==> config.mk <==
export PLATFORM = sky130hd
export DESIGN_NAME = atomic_bus_initiator
export DESIGN_NICKNAME = d
export VERILOG_FILES = /design/src/rtl/atomic_bus_initiator.sv
export SDC_FILE = /design/constraint.sdc
export NUM_CORES = 1
export LEC_CHECK = 0
export CAP_MARGIN = 30
export CORE_MARGIN = 2
export CORE_UTILIZATION = 34
export DETAILED_ROUTE_END_ITERATION = 8
export PLACE_DENSITY = 0.66
export SLEW_MARGIN = 0
export SYNTH_ARGS = -nofsm -noshare
export SYNTH_HDL_FRONTEND = slang
export SYNTH_SLANG_ARGS = --single-unit
==> constraint.sdc <==
create_clock -name clk_i -period 5.35 [get_ports clk_i]
set_clock_uncertainty 0.05 [all_clocks]
set_input_delay 1.07 -clock clk_i [delete_from_list [all_inputs] [get_ports clk_i]]
set_output_delay 1.07 -clock clk_i [all_outputs]
set_load 0.005 [all_outputs]
==> src/rtl/atomic_bus_initiator.sv <==
// Wishbone initiator for loads, stores, lr.w/sc.w and RV32A AMOs.
// Drives LOCK/UNLOCK address tags so the responder's reservation logic sees them in order.
module atomic_bus_initiator #(
  parameter int unsigned TIMEOUT_CYCLES = 1023
) (
  input  logic        clk_i,
  input  logic        rst_ni,
  input  logic        req_i,
  output logic        req_ready_o,
  input  logic [3:0]  req_op_i,
  input  logic [31:0] req_addr_i,
  input  logic [31:0] req_data_i,
  input  logic [3:0]  req_sel_i,
  output logic        rsp_valid_o,
  output logic [31:0] rsp_data_o,
  output logic        rsp_err_o,
  output logic        cyc_o,
  output logic        stb_o,
  output logic        we_o,
  output logic [31:0] addr_o,
  output logic [31:0] data_o,
  output logic [3:0]  sel_o,
  output logic [2:0]  addr_tag_o,
  input  logic        ack_i,
  input  logic        err_i,
  input  logic [31:0] data_i,
  input  logic        data_tag_i
);

  localparam int unsigned TMO_W = $clog2(TIMEOUT_CYCLES + 1);
  localparam logic [TMO_W-1:0] TMO_LAST = TMO_W'(TIMEOUT_CYCLES - 1);

  localparam logic [3:0] OP_LOAD  = 4'd0;
  localparam logic [3:0] OP_STORE = 4'd1;
  localparam logic [3:0] OP_LR    = 4'd2;
  localparam logic [3:0] OP_SC    = 4'd3;
  localparam logic [3:0] OP_SWAP  = 4'd4;
  localparam logic [3:0] OP_ADD   = 4'd5;
  localparam logic [3:0] OP_XOR   = 4'd6;
  localparam logic [3:0] OP_AND   = 4'd7;
  localparam logic [3:0] OP_OR    = 4'd8;
  localparam logic [3:0] OP_MIN   = 4'd9;
  localparam logic [3:0] OP_MAX   = 4'd10;
  localparam logic [3:0] OP_MINU  = 4'd11;
  localparam logic [3:0] OP_MAXU  = 4'd12;

  localparam logic [1:0] ADDR_TAG_MODE_NONE = 2'd0;
  localparam logic [1:0] ADDR_TAG_MODE_LRSC = 2'd1;
  localparam logic [1:0] ADDR_TAG_MODE_AMO  = 2'd2;
  localparam logic       ADDR_TAG_LOCK      = 1'b1;
  localparam logic       ADDR_TAG_UNLOCK    = 1'b0;

  localparam logic [2:0] TAG_NONE     = {ADDR_TAG_MODE_NONE, ADDR_TAG_UNLOCK};
  localparam logic [2:0] TAG_LR       = {ADDR_TAG_MODE_LRSC, ADDR_TAG_LOCK};
  localparam logic [2:0] TAG_SC       = {ADDR_TAG_MODE_LRSC, ADDR_TAG_UNLOCK};
  localparam logic [2:0] TAG_AMO_RD   = {ADDR_TAG_MODE_AMO, ADDR_TAG_LOCK};
  localparam logic [2:0] TAG_AMO_WR   = {ADDR_TAG_MODE_AMO, ADDR_TAG_UNLOCK};

  localparam logic [2:0] S_IDLE  = 3'd0;
  localparam logic [2:0] S_READ  = 3'd1;
  localparam logic [2:0] S_CALC  = 3'd2;
  localparam logic [2:0] S_WRITE = 3'd3;
  localparam logic [2:0] S_RESP  = 3'd4;

  logic [2:0]       r_state, w_state_nxt;
  logic [3:0]       r_op, w_op_nxt;
  logic [31:0]      r_operand, w_operand_nxt;
  logic [31:0]      r_old, w_old_nxt;
  logic [TMO_W-1:0] r_tmo_cnt, w_tmo_nxt;
  logic             r_ready, w_ready_nxt;
  logic             r_rsp_valid, w_rsp_valid_nxt;
  logic [31:0]      r_rsp_data, w_rsp_data_nxt;
  logic             r_rsp_err, w_rsp_err_nxt;
  logic             r_cyc, w_cyc_nxt;
  logic             r_stb, w_stb_nxt;
  logic             r_we, w_we_nxt;
  logic [31:0]      r_addr, w_addr_nxt;
  logic [31:0]      r_data, w_data_nxt;
  logic [3:0]       r_sel, w_sel_nxt;
  logic [2:0]       r_tag, w_tag_nxt;

  logic        w_req_amo, w_req_atomic, w_req_illegal, w_req_misal, w_req_reads;
  logic        w_op_amo, w_abort;
  logic [31:0] w_amo_result;

  assign w_req_amo     = (req_op_i >= OP_SWAP) && (req_op_i <= OP_MAXU);
  assign w_req_atomic  = w_req_amo || (req_op_i == OP_LR) || (req_op_i == OP_SC);
  assign w_req_illegal = req_op_i > OP_MAXU;
  assign w_req_misal   = (req_addr_i[1:0] != 2'b00) || (req_sel_i != 4'hF);
  assign w_req_reads   = (req_op_i == OP_LOAD) || (req_op_i == OP_LR) || w_req_amo;
  assign w_op_amo      = r_op >= OP_SWAP;
  // err_i beats ack_i; a timeout only fires when the responder has not just acked
  assign w_abort       = err_i || (!ack_i && (r_tmo_cnt == TMO_LAST));

  // AMO new-value datapath, evaluated during CALC
  always_comb begin
    w_amo_result = r_operand;
    case (r_op)
      OP_ADD:  w_amo_result = r_old + r_operand;
      OP_XOR:  w_amo_result = r_old ^ r_operand;
      OP_AND:  w_amo_result = r_old & r_operand;
      OP_OR:   w_amo_result = r_old | r_operand;
      OP_MIN:  w_amo_result = ($signed(r_old) < $signed(r_operand)) ? r_old : r_operand;
      OP_MAX:  w_amo_result = ($signed(r_old) > $signed(r_operand)) ? r_old : r_operand;
      OP_MINU: w_amo_result = (r_old < r_operand) ? r_old : r_operand;
      OP_MAXU: w_amo_result = (r_old > r_operand) ? r_old : r_operand;
      default: w_amo_result = r_operand;
    endcase
  end

  always_comb begin
    w_state_nxt     = r_state;
    w_op_nxt        = r_op;
    w_operand_nxt   = r_operand;
    w_old_nxt       = r_old;
    w_tmo_nxt       = r_tmo_cnt;
    w_ready_nxt     = r_ready;
    w_rsp_valid_nxt = 1'b0;
    w_rsp_data_nxt  = r_rsp_data;
    w_rsp_err_nxt   = r_rsp_err;
    w_cyc_nxt       = r_cyc;
    w_stb_nxt       = r_stb;
    w_we_nxt        = r_we;
    w_addr_nxt      = r_addr;
    w_data_nxt      = r_data;
    w_sel_nxt       = r_sel;
    w_tag_nxt       = r_tag;

    case (r_state)
      S_IDLE: begin
        if (req_i) begin
          w_op_nxt      = req_op_i;
          w_operand_nxt = req_data_i;
          w_ready_nxt   = 1'b0;
          if (w_req_illegal || (w_req_atomic && w_req_misal)) begin
            w_state_nxt     = S_RESP;
            w_rsp_valid_nxt = 1'b1;
            w_rsp_err_nxt   = 1'b1;
            w_rsp_data_nxt  = 32'd0;
          end else begin
            w_addr_nxt = req_addr_i;
            w_sel_nxt  = req_sel_i;
            w_cyc_nxt  = 1'b1;
            w_stb_nxt  = 1'b1;
            w_tmo_nxt  = '0;
            if (w_req_reads) begin
              w_state_nxt = S_READ;
              w_we_nxt    = 1'b0;
              w_data_nxt  = 32'd0;
              w_tag_nxt   = (req_op_i == OP_LOAD) ? TAG_NONE :
                            (req_op_i == OP_LR)   ? TAG_LR : TAG_AMO_RD;
            end else begin
              w_state_nxt = S_WRITE;
              w_we_nxt    = 1'b1;
              w_data_nxt  = req_data_i;
              w_tag_nxt   = (req_op_i == OP_SC) ? TAG_SC : TAG_NONE;
            end
          end
        end
      end

      S_READ: begin
        if (w_abort) begin
          w_cyc_nxt       = 1'b0;
          w_stb_nxt       = 1'b0;
          w_state_nxt     = S_RESP;
          w_rsp_valid_nxt = 1'b1;
          w_rsp_err_nxt   = 1'b1;
          w_rsp_data_nxt  = 32'd0;
        end else if (ack_i) begin
          w_stb_nxt = 1'b0;
          w_old_nxt = data_i;
          if (w_op_amo) begin
            w_state_nxt = S_CALC;
          end else begin
            w_cyc_nxt       = 1'b0;
            w_state_nxt     = S_RESP;
            w_rsp_valid_nxt = 1'b1;
            w_rsp_err_nxt   = 1'b0;
            w_rsp_data_nxt  = data_i;
          end
        end else begin
          w_tmo_nxt = r_tmo_cnt + TMO_W'(1);
        end
      end

      // cyc_o stays high across CALC so the reservation is not released
      S_CALC: begin
        w_data_nxt  = w_amo_result;
        w_we_nxt    = 1'b1;
        w_stb_nxt   = 1'b1;
        w_tag_nxt   = TAG_AMO_WR;
        w_tmo_nxt   = '0;
        w_state_nxt = S_WRITE;
      end

      S_WRITE: begin
        if (w_abort) begin
          w_cyc_nxt       = 1'b0;
          w_stb_nxt       = 1'b0;
          w_we_nxt        = 1'b0;
          w_state_nxt     = S_RESP;
          w_rsp_valid_nxt = 1'b1;
          w_rsp_err_nxt   = 1'b1;
          w_rsp_data_nxt  = 32'd0;
        end else if (ack_i) begin
          w_cyc_nxt       = 1'b0;
          w_stb_nxt       = 1'b0;
          w_we_nxt        = 1'b0;
          w_state_nxt     = S_RESP;
          w_rsp_valid_nxt = 1'b1;
          w_rsp_err_nxt   = 1'b0;
          w_rsp_data_nxt  = (r_op == OP_SC)    ? {31'd0, data_tag_i} :
                            (r_op == OP_STORE) ? 32'd0 : r_old;
        end else begin
          w_tmo_nxt = r_tmo_cnt + TMO_W'(1);
        end
      end

      S_RESP: begin
        w_ready_nxt = 1'b1;
        w_state_nxt = S_IDLE;
      end

      default: begin
        w_state_nxt = S_IDLE;
        w_ready_nxt = 1'b1;
        w_cyc_nxt   = 1'b0;
        w_stb_nxt   = 1'b0;
      end
    endcase
  end

  always_ff @(posedge clk_i or negedge rst_ni) begin
    if (!rst_ni) begin
      r_state     <= S_IDLE;
      r_op        <= OP_LOAD;
      r_operand   <= 32'd0;
      r_old       <= 32'd0;
      r_tmo_cnt   <= '0;
      r_ready     <= 1'b1;
      r_rsp_valid <= 1'b0;
      r_rsp_data  <= 32'd0;
      r_rsp_err   <= 1'b0;
      r_cyc       <= 1'b0;
      r_stb       <= 1'b0;
      r_we        <= 1'b0;
      r_addr      <= 32'd0;
      r_data      <= 32'd0;
      r_sel       <= 4'd0;
      r_tag       <= 3'd0;
    end else begin
      r_state     <= w_state_nxt;
      r_op        <= w_op_nxt;
      r_operand   <= w_operand_nxt;
      r_old       <= w_old_nxt;
      r_tmo_cnt   <= w_tmo_nxt;
      r_ready     <= w_ready_nxt;
      r_rsp_valid <= w_rsp_valid_nxt;
      r_rsp_data  <= w_rsp_data_nxt;
      r_rsp_err   <= w_rsp_err_nxt;
      r_cyc       <= w_cyc_nxt;
      r_stb       <= w_stb_nxt;
      r_we        <= w_we_nxt;
      r_addr      <= w_addr_nxt;
      r_data      <= w_data_nxt;
      r_sel       <= w_sel_nxt;
      r_tag       <= w_tag_nxt;
    end
  end

  assign req_ready_o = r_ready;
  assign rsp_valid_o = r_rsp_valid;
  assign rsp_data_o  = r_rsp_data;
  assign rsp_err_o   = r_rsp_err;
  assign cyc_o       = r_cyc;
  assign stb_o       = r_stb;
  assign we_o        = r_we;
  assign addr_o      = r_addr;
  assign data_o      = r_data;
  assign sel_o       = r_sel;
  assign addr_tag_o  = r_tag;

endmodule

==> flow_summary.ini, run 1 <==
[grt]
grt_pass1_vias = 11600
globalRouteTotalUtil_pct = 21.6
antenna_found_initial = 3
grt_pass1_wl_mm = 65.9
grt_max_degree = 98
overflow = 0

[floorplanning]
die_area_um2 = 38800
core_area_um2 = 36700
die_w_um = 197
fp.dieH_um = 197
io_pins = 219
fp-row-count = 70
initial_core_util_pct = 34.5

[logic_synthesis]
yosysWarnings = 0
avgSynthCellArea_um2 = 9.07
synth_area_leader_cell = dfrtp_1
syn_inst = 1397
synth_common_cells = 189 x dfrtp_1, 148 x nand2_1, 110 x a21oi_1
synth.top_cell.area_share_pct = 37.3
syn_nets = 1606
synth_edf_count = 0
synth-seq-cells = 190
synthTopCellsByArea = dfrtp_1 37%, ha_1 9.7%, mux2_2 6.7%
ys_seq_area_share_pct = 37.5
synth.distinct_cells = 73
synth_ff_type = dfrtp_1
synth.most_common_cell = dfrtp_1
postSynth.asyncResetShare_pct = 100
synth_area_um2 = 12700

[drt]
antenna_left = 0
wl_met2_mm = 18.8
wl_per_cell_um = 20.5
vias = 11600
drc_errors = 0
wl_met3_mm = 3.68
wirelength_met1_mm = 18.4
dr.pass1.iters = 8
drtIter0Drc = 1089
drt-total-wl_mm = 42.0
top_layer = met5
via_per_inst = 5.70

[worst_setup_path]
start_kind = register
cp_data_required_time_ns = 5.67
crit_type = register to register
cp_slowest_cell = or2_1
arrival_ns = 4.34
cp_top_family = simple AND/OR/NAND/NOR gates
critical_path.max_fanout = 17
critPathCaptureType = register
path_buf_inv = 2
crit_chain = inv_1 > ha_1 > nor2b_1 > o21ai_0 > a21boi_1 > nor4_2 > nand2_2 > a211oi_2 > or2_1 > buf_4 > a221oi_2 > a31oi_1
critical-path-max-stage-delay_ns = 0.72

[placement]
dp_cells = 2009
preCtsSetupSlack_ns = 1.32
hpwl_mm = 30.2
portBuffers = 218
gp_congestion = 0.910

[outcome]
status = finished clean

[clocking]
cts_tree = yes
cts.path.max_buffers = 2
root_buffer = clkbuf_16
ctsHoldBuffers = 0
postCtsSetupRepairBufs = 0
htree_levels = 4
clk_latency_ns = 0.45
cts_sinks = 190
cts_buffers = 17
clk_pin_slew_worst_paths_ns = 0.08
post_cts_resized = 0

[worst_hold_path]
hp-class = register to register

[sta]
max_slew_margin_pct = 29.2
rsz0062_at_grt = false
setup_viol = 0
fin_crit_ns = 4.02
slew_violations = 0
whs_ns = 0.432
hold_violations = 0
tightest_slew_ns = 1.06
fmax_ghz = 0.249
fin_crit_sh_pct = 75.1
setup_slack_ns = 1.33
setup_tns_ns = 0

[run]
max-cap-violations = 0

[power]
p_switching_mw = 4.79
intPower_mw = 5.23
max-vdd-ir-drop_mv = 0.311
leakage_nw = 6.68
pwr-share-clk_pct = 13.7
p_comb_share_pct = 58.8
seqPwrFrac_pct = 27.5
power_density_nw_per_um2 = 630
switching_share_pct = 47.8

[finish]
fin_cells = 2042
drive_gt1_share_pct = 10.8
fin_nets = 1769
synthToLayoutAreaGrowth_pct = 25.3
-- final cells by class --
type / instances / area [µm²]
inverters: 88 / 330
multi-input cells: 1023 / 7210
clock buffers: 17 / 425
well taps: 468 / 586
clock inverters: 15 / 198
flip-flops and latches: 190 / 4760
diodes: 1 / 2.50
repair buffers: 240 / 2380
fillers: 3581 / 20800
-- state kept, by name, summed over array words and instances, names as in the netlist --
signal       count
sel_o            4
we_o             1
rsp_err_o        1
data_o          32
r_state          3
r_operand       32
cyc_o            1
req_ready_o      1
addr_tag_o       3
addr_o          32
rsp_valid_o      1
r_op             4
rsp_data_o      32
r_tmo_cnt       10
r_old           32
stb_o            1
-- placed cells by master (no fill, tap or decap), drive strengths merged, types with 22 or more instances in the layout --
cell | synthesis | routed
nor2 | 84 | 84
nand2 | 149 | 149
inv | 88 | 96
a21oi | 110 | 110
o21ai | 115 | 115
ha | 98 | 98
a22oi | 36 | 36
nand3 | 31 | 31
mux2 | 75 | 75
dfrtp | 189 | 189
a221oi | 46 | 46
buf | 31 | 22
clkdlybuf4s50 | 0 | 217
o31ai | 35 | 35
-- routing by layer --
layer / vias up / GRT usage [%]
met5: - / 0
met4: 4 / 6.74
met3: 64 / 5.69
met2: 506 / 34.1
met1: 5686 / 29.0
li1: 5383 / -
-- final timing paths --
| path | start | end | slack (ns) | cells past startpoint |
|---|---|---|---|---|
| worst max-delay path | r_old[25] | data_o[25] | 1.33 | 12 |
| worst min-delay path | rsp_data_o[0] | rsp_data_o[0] | 0.43 | 2 |
| min in group asynchronous | rst_ni | addr_o[8] | 0.63 | 1 |
| max in group asynchronous | rst_ni | req_ready_o | 3.60 | 2 |
| worst max register to register | r_old[25] | data_o[25] | 1.33 | 12 |
| worst min register to register | rsp_data_o[0] | rsp_data_o[0] | 0.43 | 2 |
-- logic make-up (layout without fill, tap and decap cells) --
group                      Yosys count  in the layout  share of synthesized area [%]
buffers and inverters              184            360                           6.00
and+or+nand+nor                    357            357                           13.2
AOI/OAI and AO/OA                  456            456                           24.1
xor gates and xnor gates            28             28                           1.94
adders and majority gates           99             99                           9.83
DFF                                190            190                           37.5
muxes                               83             83                           7.33
other                                0              1                              0
-- power groups by stage --
stage	clock (mW)	sequential (mW)	combinational, mW
CTS	1.41	2.74	5.82
floorplan	0	2.49	3.97
detailed placement	0	2.77	5.77
finish	1.37	2.76	5.88
global route	1.45	2.85	6.47
global placement	0	2.74	5.69
-- worst min-delay path, stage by stage (launching register included) --
cell and delay (ns):
dfrtp_1 0.35, nand2_1 0.05, o31ai_1 0.05
-- through the flow --
| step | instance area (µm²) | util (%) | power (mW) |
|---|---|---|---|
| 4_1_cts | 15900 | 43.3 | 9.97 |
| 2_1_floorplan | 12700 | - | 6.46 |
| 5_1_grt | 15900 | 43.3 | 10.8 |
| 3_5_place_dp | 15300 | 41.6 | 8.54 |
| 6_report | 15900 | 43.3 | 10.0 |
| 3_3_place_gp | 15300 | 41.6 | 8.43 |
(Power assumes the default switching activity.)
==> run 2, diff against run 1 <==
- clock period: 5.35 -> 4.2 ns (I/O delays scaled with it)
==> flow_summary.ini, run 2 (synthesis results as in run 1) <==
[drt]
drtIter0Drc = 873
via_per_inst = 5.70
drc_errors = 0
antenna_left = 0
drt-total-wl_mm = 42.9
vias = 11700
dr.pass1.iters = 6
wl_per_cell_um = 20.8

[grt]
antenna_found_initial = 0
grt_pass1_vias = 11600
grt_pass1_wl_mm = 66.8
globalRouteTotalUtil_pct = 22.1
overflow = 0
met3_usage_pct = 5.02
grt_max_degree = 97
grt_busiest_layer = met2
grtUsageMet2_pct = 34.6
use_met1_pct = 29.9

[outcome]
status = finished clean

[clocking]
post_cts_resized = 0
cts_tree = yes
ctsHoldBuffers = 0
cts_sinks = 190
cts_buffers = 17
clk_latency_ns = 0.45
root_buffer = clkbuf_16
htree_levels = 4
clk_pin_slew_worst_paths_ns = 0.07
postCtsSetupRepairBufs = 0
cts.path.max_buffers = 2

[sta]
hold_violations = 0
tightest_slew_ns = 0.863
max_slew_margin_pct = 42.3
slew_violations = 0
fmax_ghz = 0.270
fin_crit_ns = 3.71
rsz0062_at_grt = false
setup_viol = 0
fin_crit_sh_pct = 88.3
setup_tns_ns = 0

[worst_setup_path]
reg2reg_slack_ns = 0.49
critPathCaptureType = register
arrival_ns = 4.00
cp_data_required_time_ns = 4.49
rr_startpoint = r_old[14]
reg2reg_to = data_o[19]
start_kind = register
crit_type = register to register
reg2reg_depth = 12
critical_path.max_fanout = 20

[finish]
final_cell_mix = 217 x clkdlybuf4s50_1, 189 x dfrtp_1, 148 x nand2_1
antenna_cells = 0
fin_cells = 2062
drive_gt1_share_pct = 12.0
fin_nets = 1790
synthToLayoutAreaGrowth_pct = 26.5
final_common_cell = clkdlybuf4s50_1

[worst_hold_path]
hp-class = input pin to asynchronous set/reset pin

[floorplanning]
initial_core_util_pct = 34.5
fp-row-count = 70
fp.dieH_um = 197
die_w_um = 197
io_pins = 219
core_area_um2 = 36700
die_area_um2 = 38800

[power]
leakage_nw = 6.78
max-vdd-ir-drop_mv = 0.329
power_density_nw_per_um2 = 804

[run]
max-cap-violations = 0

[placement]
hpwl_mm = 31.3
portBuffers = 218
gp_congestion = 0.957
dp_cells = 2030
## run 2: cell count changes in the layout (fill, tap and decap cells not counted)
cell,change
buf_12,+1
buf_4,+20
bufinv_16,-1
clkinv_2,+1
clkinv_8,+1
diode_2,-1
inv_8,-1
## run 2: area by class of cell
type                            count  area [µm²]
Tap cell                          468         586
Timing Repair Buffer              261        2550
Multi-Input combinational cell   1023        7210
Clock buffer                       17         425
Sequential cell                   190        4760
Fill cell                        3524       20700
Clock inverter                     15         178
Inverter                           88         330
## run 2: routing by layer
layer / part of all wire [%] / vias to the layer above / wire length (µm)
met2: 45 / 523 / 19200
met4: 3.3 / 0 / 1430
li1: - / 5420 / -
met1: 43 / 5719 / 18600
met3: 8.7 / 85 / 3710
met5: 0 / - / 0
## run 2: worst max-delay path by stage
stage	slack (ns)	cells past startpoint	start	end
after detailed placement	0.48	10	req_sel_i[2]	r_tmo_cnt[7]
after global routing	0.26	12	r_old[14]	data_o[7]
final	0.49	12	r_old[14]	data_o[19]
after global placement	0.53	10	req_sel_i[0]	data_o[31]
after floorplan	1.23	14	r_operand[12]	data_o[25]
after CTS	0.49	12	r_old[14]	data_o[19]
## run 2: stage by stage
| stage | setup slack, ns | total power [mW] | hold WS, ns | cell area (µm²) | util [%] |
|---|---|---|---|---|---|
| 6_report | 0.489 | 12.9 | 0.432 | 16000 | 43.7 |
| 5_1_grt | 0.259 | 13.8 | 0.464 | 16000 | 43.7 |
| 4_1_cts | 0.494 | 12.8 | 0.440 | 16000 | 43.7 |
| 3_5_place_dp | 0.476 | 11.1 | 0.418 | 15400 | 42.0 |
| 3_3_place_gp | 0.531 | 10.9 | 0.411 | 15400 | 42.0 |
| 2_1_floorplan | 1.23 | 8.22 | 0.423 | 12700 | - |
## run 2: critical path, stage by stage (launching register included)
cell	delay, ns
dfrtp_1	0.52
inv_1	0.08
ha_1	0.45
nor4_4	0.37
nand4_1	0.22
o221ai_1	0.27
o31ai_2	0.13
nand2_2	0.24
mux2_2	0.41
or2_1	0.23
buf_4	0.23
nand2b_1	0.18
a31o_1	0.22
## run 2: where the power goes
part           switching (mW)  total [mW]  internal (mW)
Combinational            4.53        7.80           3.27
Clock                   0.842        1.70          0.853
Sequential              0.816        3.40           2.58
Total                    6.19        12.9           6.71
